[src/rtl/giraffe_pkg.sv]
// Shared types and constants for the Giraffe ADC capture-and-stream path:
// FSM state encoding (doubles as the LED code), byte layout and counter width.
package giraffe_pkg;

   // One-hot values so the state register can drive the LEDs unchanged
   typedef enum logic [3:0] {
      ST_IDLE    = 4'b0001,
      ST_CAPTURE = 4'b0010,
      ST_DRAIN   = 4'b0100,
      ST_DONE    = 4'b1000
   } state_t;

   localparam int BYTE_CODE_W   = 6;
   localparam int BYTE_SUB_BIT  = 6;
   localparam int DEFAULT_CNT_W = 18;

   function automatic logic [7:0] pack_byte(input logic sub, input logic [BYTE_CODE_W-1:0] code);
      logic [7:0] b;
      b = '0;
      b[BYTE_CODE_W-1:0] = code;
      b[BYTE_SUB_BIT]    = sub;
      return b;
   endfunction

endpackage

[src/rtl/adc_capture_stream_if.sv]
// Byte stream towards the UART transmitter: valid/ready handshake.
interface adc_capture_stream_if;
   logic [7:0] tx_data;
   logic       tx_valid;
   logic       tx_ready;

   modport master (output tx_data, output tx_valid, input tx_ready);
   modport slave  (input tx_data, input tx_valid, output tx_ready);
endinterface

[src/rtl/adc_byte_fifo.sv]
// First-word-fall-through byte FIFO on an inferred RAM with a registered read
// port; pointers carry one extra wrap bit to separate full from empty.
module adc_byte_fifo #(
   parameter  int DEPTH = 16,
   localparam int AW    = $clog2(DEPTH)
) (
   input  logic          clk,
   input  logic          rst,
   input  logic          push,
   input  logic [7:0]    wr_data,
   input  logic          pop,
   output logic [7:0]    rd_data,
   output logic          full,
   output logic          empty,
   output logic [AW:0]   level
);

   logic [7:0]  mem [DEPTH];
   logic [AW:0] wr_ptr_reg;
   logic [AW:0] rd_ptr_reg;
   logic [AW:0] rd_ptr_next;
   logic [7:0]  rd_data_reg;
   logic        wr_en;
   logic        rd_en;

   assign empty   = (wr_ptr_reg == rd_ptr_reg);
   assign full    = (wr_ptr_reg[AW] != rd_ptr_reg[AW]) &&
                    (wr_ptr_reg[AW-1:0] == rd_ptr_reg[AW-1:0]);
   assign level   = wr_ptr_reg - rd_ptr_reg;
   assign wr_en   = push && (!full || pop);
   assign rd_en   = pop && !empty;
   assign rd_data = rd_data_reg;

   assign rd_ptr_next = rd_ptr_reg + {{AW{1'b0}}, rd_en};

   always_ff @(posedge clk) begin
      if (wr_en)
         mem[wr_ptr_reg[AW-1:0]] <= wr_data;
   end

   always_ff @(posedge clk) begin
      if (rst) begin
         wr_ptr_reg <= '0;
         rd_ptr_reg <= '0;
      end else begin
         if (wr_en)
            wr_ptr_reg <= wr_ptr_reg + {{AW{1'b0}}, 1'b1};
         rd_ptr_reg <= rd_ptr_next;
      end
   end

   // Read one slot ahead; a write landing on the next head bypasses the RAM
   always_ff @(posedge clk) begin
      if (rst)
         rd_data_reg <= '0;
      else if (wr_en && (wr_ptr_reg[AW-1:0] == rd_ptr_next[AW-1:0]))
         rd_data_reg <= wr_data;
      else
         rd_data_reg <= mem[rd_ptr_next[AW-1:0]];
   end

endmodule

[src/rtl/adc_capture_stream.sv]
// Synchronises the sub-ADC strobe, packs each code into a byte, buffers it and
// streams it to the UART; stops after NUM_Sampled captures.
module adc_capture_stream
   import giraffe_pkg::*;
#(
   parameter int N_bit       = 6,
   parameter int NUM_Sampled = 102400,
   parameter int FIFO_DEPTH  = 16,
   parameter int CNT_W       = DEFAULT_CNT_W
) (
   input  logic                 clk_50M,
   input  logic                 rst,
   input  logic                 start,
   input  logic                 adc_ack,
   input  logic                 adc_ack_sub,
   input  logic [N_bit-1:0]     dout_adc,
   adc_capture_stream_if.master tx,
   output logic                 busy,
   output logic                 done,
   output logic                 overflow,
   output logic [CNT_W-1:0]     cnt_send,
   output logic [3:0]           state_code
);

   localparam int FIFO_AW = $clog2(FIFO_DEPTH);

   state_t             state_reg;
   state_t             state_next;
   logic [1:0]         ack_sync_reg;
   logic [1:0]         sub_sync_reg;
   logic               ack_prev_reg;
   logic               cap;
   logic [CNT_W-1:0]   cnt_cap_reg;
   logic [CNT_W-1:0]   cnt_send_reg;
   logic               overflow_reg;
   logic               push;
   logic               pop;
   logic               arm;
   logic               fifo_full;
   logic               fifo_empty;
   logic [FIFO_AW:0]   fifo_level;
   logic [7:0]         fifo_data;

   always_ff @(posedge clk_50M) begin
      if (rst) begin
         ack_sync_reg <= '0;
         sub_sync_reg <= '0;
         ack_prev_reg <= 1'b0;
      end else begin
         ack_sync_reg <= {ack_sync_reg[0], adc_ack};
         sub_sync_reg <= {sub_sync_reg[0], adc_ack_sub};
         ack_prev_reg <= ack_sync_reg[1];
      end
   end

   assign cap  = ack_sync_reg[1] && !ack_prev_reg;
   assign push = cap && (state_reg == ST_CAPTURE);
   assign pop  = tx.tx_valid && tx.tx_ready;
   assign arm  = start && ((state_reg == ST_IDLE) || (state_reg == ST_DONE));

   adc_byte_fifo #(.DEPTH(FIFO_DEPTH)) u_fifo (
      .clk     (clk_50M),
      .rst     (rst),
      .push    (push),
      .wr_data (pack_byte(sub_sync_reg[1], BYTE_CODE_W'(dout_adc))),
      .pop     (pop),
      .rd_data (fifo_data),
      .full    (fifo_full),
      .empty   (fifo_empty),
      .level   (fifo_level)
   );

   always_ff @(posedge clk_50M) begin
      if (rst)
         state_reg <= ST_IDLE;
      else
         state_reg <= state_next;
   end

   always_comb begin
      state_next = state_reg;
      case (state_reg)
         ST_IDLE, ST_DONE:
            if (start)
               state_next = ST_CAPTURE;
         ST_CAPTURE:
            if (cap && (cnt_cap_reg == CNT_W'(NUM_Sampled - 1)))
               state_next = ST_DRAIN;
         ST_DRAIN:
            if (fifo_empty || (pop && (fifo_level == (FIFO_AW + 1)'(1))))
               state_next = ST_DONE;
         default:
            state_next = ST_IDLE;
      endcase
   end

   always_comb begin
      state_code = state_reg;
      busy       = (state_reg == ST_CAPTURE) || (state_reg == ST_DRAIN);
      done       = (state_reg == ST_DONE);
   end

   // A pop in the same cycle frees the slot, so a full FIFO only drops without one
   always_ff @(posedge clk_50M) begin
      if (rst) begin
         cnt_cap_reg  <= '0;
         cnt_send_reg <= '0;
         overflow_reg <= 1'b0;
      end else if (arm) begin
         cnt_cap_reg  <= '0;
         cnt_send_reg <= '0;
         overflow_reg <= 1'b0;
      end else begin
         if (pop)
            cnt_send_reg <= cnt_send_reg + CNT_W'(1);
         if (push) begin
            cnt_cap_reg <= cnt_cap_reg + CNT_W'(1);
            if (fifo_full && !pop)
               overflow_reg <= 1'b1;
         end
      end
   end

   assign tx.tx_valid = busy && !fifo_empty;
   assign tx.tx_data  = tx.tx_valid ? fifo_data : 8'h00;
   assign cnt_send    = cnt_send_reg;
   assign overflow    = overflow_reg;

endmodule

[src/flat_wrapper.sv]
// flat-port wrapper written by rule: the top's interface ports become plain ports
module adc_capture_stream_flat import giraffe_pkg::*;
#(
   parameter int N_bit       = 6,
   parameter int NUM_Sampled = 102400,
   parameter int FIFO_DEPTH  = 16,
   parameter int CNT_W       = DEFAULT_CNT_W
)
  (clk_50M, rst, start, adc_ack, adc_ack_sub, dout_adc, busy, done, overflow, cnt_send, state_code, tx_tx_data, tx_tx_valid, tx_tx_ready);
  adc_capture_stream_if tx_i ();
  input  logic clk_50M;
  input  logic rst;
  input  logic start;
  input  logic adc_ack;
  input  logic adc_ack_sub;
  input  logic [N_bit-1:0] dout_adc;
  output logic busy;
  output logic done;
  output logic overflow;
  output logic [CNT_W-1:0] cnt_send;
  output logic [3:0] state_code;
  output wire logic [$bits(tx_i.tx_data)-1:0] tx_tx_data;
  output wire logic [$bits(tx_i.tx_valid)-1:0] tx_tx_valid;
  input wire logic [$bits(tx_i.tx_ready)-1:0] tx_tx_ready;
  assign tx_tx_data = tx_i.tx_data;
  assign tx_tx_valid = tx_i.tx_valid;
  assign tx_i.tx_ready = tx_tx_ready;
  adc_capture_stream #(.N_bit(N_bit), .NUM_Sampled(NUM_Sampled), .FIFO_DEPTH(FIFO_DEPTH), .CNT_W(CNT_W)) u_core (.clk_50M(clk_50M), .rst(rst), .start(start), .adc_ack(adc_ack), .adc_ack_sub(adc_ack_sub), .dout_adc(dout_adc), .tx(tx_i), .busy(busy), .done(done), .overflow(overflow), .cnt_send(cnt_send), .state_code(state_code));
endmodule
[config.mk]
export PLATFORM = sky130hd
export DESIGN_NAME = adc_capture_stream_flat
export DESIGN_NICKNAME = d
export VERILOG_FILES = /design/src/rtl/giraffe_pkg.sv /design/src/rtl/adc_capture_stream_if.sv /design/src/rtl/adc_byte_fifo.sv /design/src/rtl/adc_capture_stream.sv /design/src/flat_wrapper.sv
export SDC_FILE = /design/constraint.sdc
export NUM_CORES = 1
export LEC_CHECK = 0
export BUFFER_PORTS_ARGS = -buffer_cell sky130_fd_sc_hd__buf_2
export CORE_MARGIN = 2
export CORE_UTILIZATION = 29
export CTS_BUF_LIST = sky130_fd_sc_hd__clkbuf_16
export CTS_CLUSTER_DIAMETER = 100
export DETAILED_ROUTE_END_ITERATION = 16
export PLACE_DENSITY_LB_ADDON = 0.12
export SLEW_MARGIN = 20
export SYNTH_ARGS = -nofsm -noshare
export SYNTH_HDL_FRONTEND = slang
export SYNTH_SLANG_ARGS = --single-unit
[constraint.sdc]
create_clock -name clk_50M -period 3.7 [get_ports clk_50M]
set_clock_uncertainty 0.2 [all_clocks]
set_input_delay 1.11 -clock clk_50M [delete_from_list [all_inputs] [get_ports clk_50M]]
set_output_delay 1.11 -clock clk_50M [all_outputs]
set_load 0.03 [all_outputs]
==> impl_results.md, run 1 <==
- Worst hold-check path type: register to register
- Type of the worst setup path: register to output port
- Initial core utilization: 29.5%
- Sw frac: between 20% and 30%
- Number of flip-flops under the largest register name: between 100 and 150
- Clk_lat worst skew: 0.43 ns
- Final clock period utilization by the worst path: a little over nine tenths
- Cell count after synthesis: about 540
- Number of diodes: 0
- Cell Area, Synth: ~0.0074 sq mm
- Cell area power density: roughly 450 mW/mm^2
- Buffers from clock root to sink, at most: 2
- Area share of the largest cell type after synthesis: a little under half
- Library cell occupying the most area in the post-synthesis netlist: edfxtp_1
- Worst r2r src: u_core.u_fifo.rd_ptr_reg[2]$_SDFF_PP0_
- Die footprint: ~0.027 sq mm
- Maximum VDD drop: slightly below 200 uV
- Highest net fanout along the worst path: 4
- Synth Flop Type: edfxtp_1
- Count of TritonRoute iterations in the first routing pass: 4
- DR iter-0 viols: around 280
- Worst path required time: 2.39 ns
- Startpoint type of the worst setup path: register
- Leakage component of the power: approximately 3 nW
- Crit path time final: roughly 3.6 ns
- Die X-Extent: about 160 um
- Setup TNS Final: 0 ns
- Final-layout worst hold slack: roughly 0.25 ns
- Switching power: ~0.00096 W
- Syn nets: around 560
- Number of failing setup endpoints in the final timing report: 0
- Top-level port count: between 40 and 50
- Headroom to the max-slew limit: between 50% and 60%
- Cell types occupying the most area after synthesis: edfxtp_1 (45%), dfxtp_1 (17%), mux4_2 (8.5%), xor2_1 (3.4%), nor2_1 (3.0%)
- Area taken by flip-flops and latches: around 0.0046 sq mm
- Net count reported at finish: 635
- Post-CTS Hold Fix Bufs: 0
- Overflow after GRT: 0
- Post-route design area: 0.00884 sq mm
- Routability Congestion: 0.754
- Arrival time of data at the critical path endpoint: around 2.3 ns
- Post-layout power: ~0.004 W
- Transition time of the tightest slew-check pin: 0.650 ns
- Post-layout util: 35.1%
- Flop-to-flop setup slack: between 0.3 and 0.4 ns
- Sequential cell area fraction in the yosys report: between 60% and 70%
- Combined area of the multi-input logic cells: 0.00267 sq mm
- Core region area: between 0.02 and 0.03 sq mm
- Total placed instance area: approximately 0.008 sq mm
- Final-layout fill cell count: between 2k and 2.5k
- Number of global-route vias before repair: around 4.5k
- Result of the run: finished clean
- Most instantiated library cell after synthesis: edfxtp_1
- Synth warn: 0
- Clock Pin Slew Worst Setup and Hold Paths: about 0.070 ns
- Flops & latches, synth: 175
- Distinct cells, synth: 54
- First-pass GRT wire length: between 20 and 30 mm
- Vias per Instance: 4.64
- Logic gate share of total power: about 2.6%
- Number of vias in the routed layout: 4419
- Fraction of layout instances using a drive strength above 1: 27.6%
- Average cell area after synthesis: between 10 and 15 sq um
- Root buf cell: clkbuf_16
- DRC violation count after routing: 0
- Sinks on Clock Net: between 150 and 200
- Worst setup path endpoint: tx_tx_data[0]
- First element of the critical path: u_core.u_fifo.rd_ptr_reg[2]$_SDFF_PP0_
- Combined global-route utilization of all metal layers: a little over an eighth
- HPWL Detailed: about 11 mm
- Antenna violation net count after detailed routing: 0
- Count of cells along the worst register-to-register path: 13
- Height of the die: 164 um
- Internal Dissipation: between 0.003 and 0.004 W
- Number of buffers added by the clock tree synthesis step: 17
- Max Cap Violations: 0
- Pins Over Slew Limit: 0
- Relative contribution of the clock network to total power: about 45%
- Unrepaired setup endpoints after global routing: yes
- Clock tree from TritonCTS: built
- H-tree lvl count: 4
- Category of the worst setup path capture point: output port
- Part of the power in registers: a little over half
- Hold Fails Final Rpt: 0
- Most numerous cell types in the synthesized netlist: edfxtp_1 (112), dfxtp_1 (63), nor2_1 (59), nand2_1 (29), xor2_1 (29)
- Total length of routed wires: ~17 mm
- Upper clock frequency limit: roughly 280 MHz
- Port bufs: between 40 and 50
- Routed length per placed instance: ~18 um
- Worst reg2reg endpoint: u_core.u_fifo.rd_data[3]$_SDFF_PP0_
- Number of rows created at floorplan: between 50 and 60
- Largest net degree at the start of global routing: 38
- Post-synth EDFFs: between 100 and 150
- Area growth, synth to finish: 19.0%
- Fraction of registers with async set/reset: 0%
- Number of antenna violations at the first check in global routing: 1
-- area by class of cell --
type                            count  area share [%]
Timing Repair inverter              1          0.0424
Clock inverter                     15            1.90
Clock buffer                       17            4.81
Inverter                           11           0.481
Timing Repair Buffer               77            5.57
Sequential cell                   175            52.3
Tap cell                          330            4.67
Multi-Input combinational cell    327            30.2
-- logic make-up after synthesis --
logic type,count (synthesis),share of synthesized area (%)
simple gates,177,12.4
flops,175,62.2
compound gates,54,5.40
xor+xnor,46,5.62
mux,36,9.56
buf+inv,35,2.46
fa+ha+maj,13,2.29
other cells,1,0.0504
-- power by group through the flow --
stage	sequential, W	clock (W)	combinational, W
2_1_floorplan	0.00214	0	0.0000605
3_3_place_gp	0.00214	0	0.000103
3_5_place_dp	0.00214	0	0.000106
4_1_cts	0.00209	0.00184	0.000106
5_1_grt	0.00210	0.00190	0.000114
6_report	0.00209	0.00178	0.000103
-- metal layers --
metal / track usage (%) / routed length, um / vias up
li1: - / - / 2110
met1: 17.4 / 7970 / 2229
met2: 21.5 / 8140 / 70
met3: 2.80 / 594 / 10
met4: 3.71 / 168 / 0
met5: 0 / 0 / -
-- how the worst min path moves through the flow --
| stage | startpoint | end | slack (ns) | cells past startpoint |
|---|---|---|---|---|
| after floorplan | u_core.ack_sync_reg[0]$_SDFF_PP0_ | u_core.ack_sync_reg[1]$_SDFF_PP0_ | 0.21 | 1 |
| after global placement | u_core.sub_sync_reg[0]$_SDFF_PP0_ | u_core.sub_sync_reg[1]$_SDFF_PP0_ | 0.24 | 1 |
| after detailed placement | u_core.ack_sync_reg[0]$_SDFF_PP0_ | u_core.ack_sync_reg[1]$_SDFF_PP0_ | 0.23 | 1 |
| after CTS | u_core.ack_sync_reg[0]$_SDFF_PP0_ | u_core.ack_sync_reg[1]$_SDFF_PP0_ | 0.26 | 1 |
| after global routing | u_core.sub_sync_reg[0]$_SDFF_PP0_ | u_core.sub_sync_reg[1]$_SDFF_PP0_ | 0.27 | 1 |
| final | u_core.ack_sync_reg[0]$_SDFF_PP0_ | u_core.ack_sync_reg[1]$_SDFF_PP0_ | 0.25 | 1 |
-- stage by stage --
step	instances	setup slack, ns
6_report	953	0.130
5_1_grt	953	-0.0155
4_1_cts	953	0.0282
3_5_place_dp	916	0.103
3_3_place_gp	916	0.170
2_1_floorplan	537	0.0778
-- worst max-delay path, stage by stage, from the launching register on --
cell,delay [ns]
dfxtp_2,0.36
inv_1,0.07
ha_4,0.28
nand4_1,0.10
o211ai_1,0.40
clkinv_1,0.24
and2_1,0.21
buf_2,0.17
-- timing repair --
item | in CTS | in global routing
resized for setup | 2 | 10
pin swaps | 2 | 7
gates cloned | 1 | 0
setup endpoints to repair | 8 | 8
setup buffers | 4 | 0
-- cell usage in the layout, fill, tap and decap left out, drive strengths merged, types with 2 or more instances in the layout --
| cell type | n |
|---|---|
| dfxtp | 63 |
| clkinv | 6 |
| xnor2 | 15 |
| o21ai | 10 |
| or3 | 6 |
| edfxtp | 112 |
| nand2 | 31 |
| xor2 | 31 |
| nor4 | 3 |
| clkinvlp | 2 |
| a31oi | 2 |
| nor2 | 60 |
| a211oi | 8 |
| clkbuf | 17 |
| nand4 | 11 |
| inv | 19 |
| ha | 12 |
| nor2b | 17 |
| mux4 | 28 |
| o21bai | 2 |
| nor4b | 2 |
| a31o | 2 |
| mux2i | 8 |
| nand2b | 5 |
| a211o | 7 |
| and4 | 2 |
| and2 | 7 |
| nor3 | 9 |
| buf | 77 |
| or4 | 2 |
| nand3 | 15 |
| and3 | 4 |
| a21oi | 18 |
Power figures use the tool's default switching activity.
==> run 2, diff against run 1 <==
--- a/config.mk
+++ b/config.mk
@@ -12,4 +12,5 @@
 export CTS_CLUSTER_DIAMETER = 100
 export DETAILED_ROUTE_END_ITERATION = 16
+export GPL_TIMING_DRIVEN = 0
 export PLACE_DENSITY_LB_ADDON = 0.12
 export SLEW_MARGIN = 20
==> constraint.sdc (replaced) <==
create_clock -name clk_50M -period 3.7 [get_ports clk_50M]
set_clock_uncertainty 0.2 [all_clocks]
set_input_delay 0.185 -clock clk_50M [delete_from_list [all_inputs] [get_ports clk_50M]]
set_output_delay 0.185 -clock clk_50M [all_outputs]
set_load 0.03 [all_outputs]
==> run 2 against run 1 <==
Effect of this change: clock power decreased by 9.6%; core utilization decreased by 0.15 points; setup slack better by 0.086 ns; sequential share of layout area grew 0.21 points; cell count is 0.21% lower; die area unchanged; flip-flop and latch count unchanged; wire length about the same; highest routed layer unchanged.
==> impl_results.md, run 2 (same netlist as run 1, synthesis figures left out) <==
- Arrival time of data at the critical path endpoint: 3.56 ns
- Number of vias in the routed layout: about 4.4k
- Final-layout fill cell count: around 2.4k
- Final clock period utilization by the worst path: between 90% and 100%
- Area taken by flip-flops and latches: between 0.004 and 0.005 sq mm
- Commonest non-fill, non-tap cells in the layout: edfxtp_1 (112), dfxtp_1 (61), nor2_1 (59)
- Port bufs: 43
- Post-layout util: roughly a third
- Number of buffers added by the clock tree synthesis step: 17
- Headroom to the max-slew limit: a little under half
- Maximum VDD drop: ~270 uV
- Overflow after GRT: 0
- Hold Fails Final Rpt: 0
- Category of the worst setup path capture point: register
- Transition time of the tightest slew-check pin: about 0.80 ns
- Crit path time final: 3.48 ns
- Crit path buf inv count: 4
- Number of antenna violations at the first check in global routing: 0
- Cell area power density: between 400 and 500 mW/mm^2
- Core region area: 0.0252 sq mm
- Clk_lat worst skew: about 0.43 ns
- Startpoint type of the worst setup path: register
- Max Cap Violations: 0
- Root buf cell: clkbuf_16
- Upper clock frequency limit: approximately 290 MHz
- Net count reported at finish: ~640
- Top-level port count: 46
- DR iter-0 viols: about 230
- Worst r2r src: u_core.u_fifo.wr_ptr_reg[0]$_SDFFE_PP0P_
- Vias per Instance: 4.67
- Routability Congestion: 0.795
- Critical Path Slowest Stage Cell: dfxtp_2
- Die X-Extent: ~160 um
- Fraction of layout instances using a drive strength above 1: 24.2%
- HPWL Detailed: about 12 mm
- Count of TritonRoute iterations in the first routing pass: 4
- Post-layout power: roughly 0.0038 W
- Number of flip-flops under the largest register name: roughly 110
- Unrepaired setup endpoints after global routing: no
- H-tree lvl count: 4
- Slowest stage delay, CP: ~0.4 ns
- Combined area of the multi-input logic cells: between 0.002 and 0.003 sq mm
- Number of diodes: 0
- Total length of routed wires: roughly 17 mm
- Combined global-route utilization of all metal layers: between 10% and 20%
- First-pass GRT wire length: around 26 mm
- Number of global-route vias before repair: approximately 4.5k
- Post-route design area: roughly 0.0088 sq mm
- Initial core utilization: around 30%
- Largest net degree at the start of global routing: 18
- Highest net fanout along the worst path: 10
- Final setup slack of the worst path: about 0.22 ns
- Result of the run: finished clean
- Clock Pin Slew Worst Setup and Hold Paths: 0.07 ns
- Routed length per placed instance: between 15 and 20 um
- Pins Over Slew Limit: 0
- Kind of cell adding the most delay to the critical path: adder cells
- Worst hold-check path type: input port to register
- Clock tree from TritonCTS: built
- Worst path required time: 3.77 ns
- Sequence of cells on the critical path: inv_1, ha_1, nand4_1, o2111ai_4, inv_2, ha_4, ha_2, buf_6, clkbuf_8, mux4_2, mux2i_2, a211o_1, a21oi_2
- First element of the critical path: u_core.u_fifo.wr_ptr_reg[0]$_SDFFE_PP0P_
- DRC violation count after routing: 0
- Die footprint: ~0.027 sq mm
- Total placed instance area: about 0.008 sq mm
- Post-Place Worst Slack: -1.14 ns
- Launch instance of the worst min-delay path: dout_adc[1]
- Antenna violation net count after detailed routing: 0
- Type of the worst setup path: register to register
- Height of the die: around 160 um
- Leading cell type in the layout, fill and taps excluded: edfxtp_1
- Sinks on Clock Net: roughly 180
- Leakage component of the power: approximately 3.0 nW
- Number of failing setup endpoints in the final timing report: 0
- Area growth, synth to finish: 18.5%
- Number of rows created at floorplan: a little under 60
- Buffers from clock root to sink, at most: 2
-- run 2: through the flow --
stage               hold slack (ns)  std cells  setup TNS, ns
floorplan                    0.0839        537              0
global placement              0.201        910          -7.43
detailed placement            0.217        910          -7.88
CTS                          0.0137        950              0
global route                 0.0140        951              0
finish                       0.0176        951              0
-- run 2: worst paths after layout --
kind / to / slack [ns] / cells after the start
hold / removal: u_core.u_fifo.mem[6][1]$_DFFE_PP_ / 0.02 / 1
setup reg to reg: u_core.u_fifo.rd_data[1]$_SDFF_PP0_ / 0.22 / 13
setup / recovery: u_core.u_fifo.rd_data[1]$_SDFF_PP0_ / 0.22 / 13
hold reg to reg: u_core.ack_sync_reg[1]$_SDFF_PP0_ / 0.24 / 1
-- run 2: power by group --
| group | internal, W | switching [W] | total [W] |
|---|---|---|---|
| clock network | 0.000852 | 0.000761 | 0.00161 |
| logic | 0.0000368 | 0.0000866 | 0.000123 |
| registers | 0.00208 | 0.00000947 | 0.00209 |
-- run 2: what timing repair did --
item / 4_1_cts / 5_1_grt
hold endpoints to repair: 41 / 0
hold buffers: 8 / 0
endpoints found under the setup margin: 8 / 7
resized for setup: 16 / 17
pin swaps: 2 / 1
setup buffers: 2 / 1
-- run 2: layout make-up --
class / count / area share, %
buffer: 24 / 2.16
clock buffer: 17 / 4.83
clock inverter: 13 / 1.05
inverter: 11 / 0.469
multi-input combinational: 327 / 30.7
sequential: 175 / 52.5
tap: 330 / 4.69
timing repair buffer: 54 / 3.61
-- run 2: routing by layer --
layer  up-vias  track usage [%]  share of wire (%)  wire length, um
met3        11             2.58                3.5              594
li1       2121                -                  -                -
met5         -                0                  0                0
met4         0             3.23               0.88              148
met2        70             22.7                 50             8500
met1      2241             17.0                 45             7630
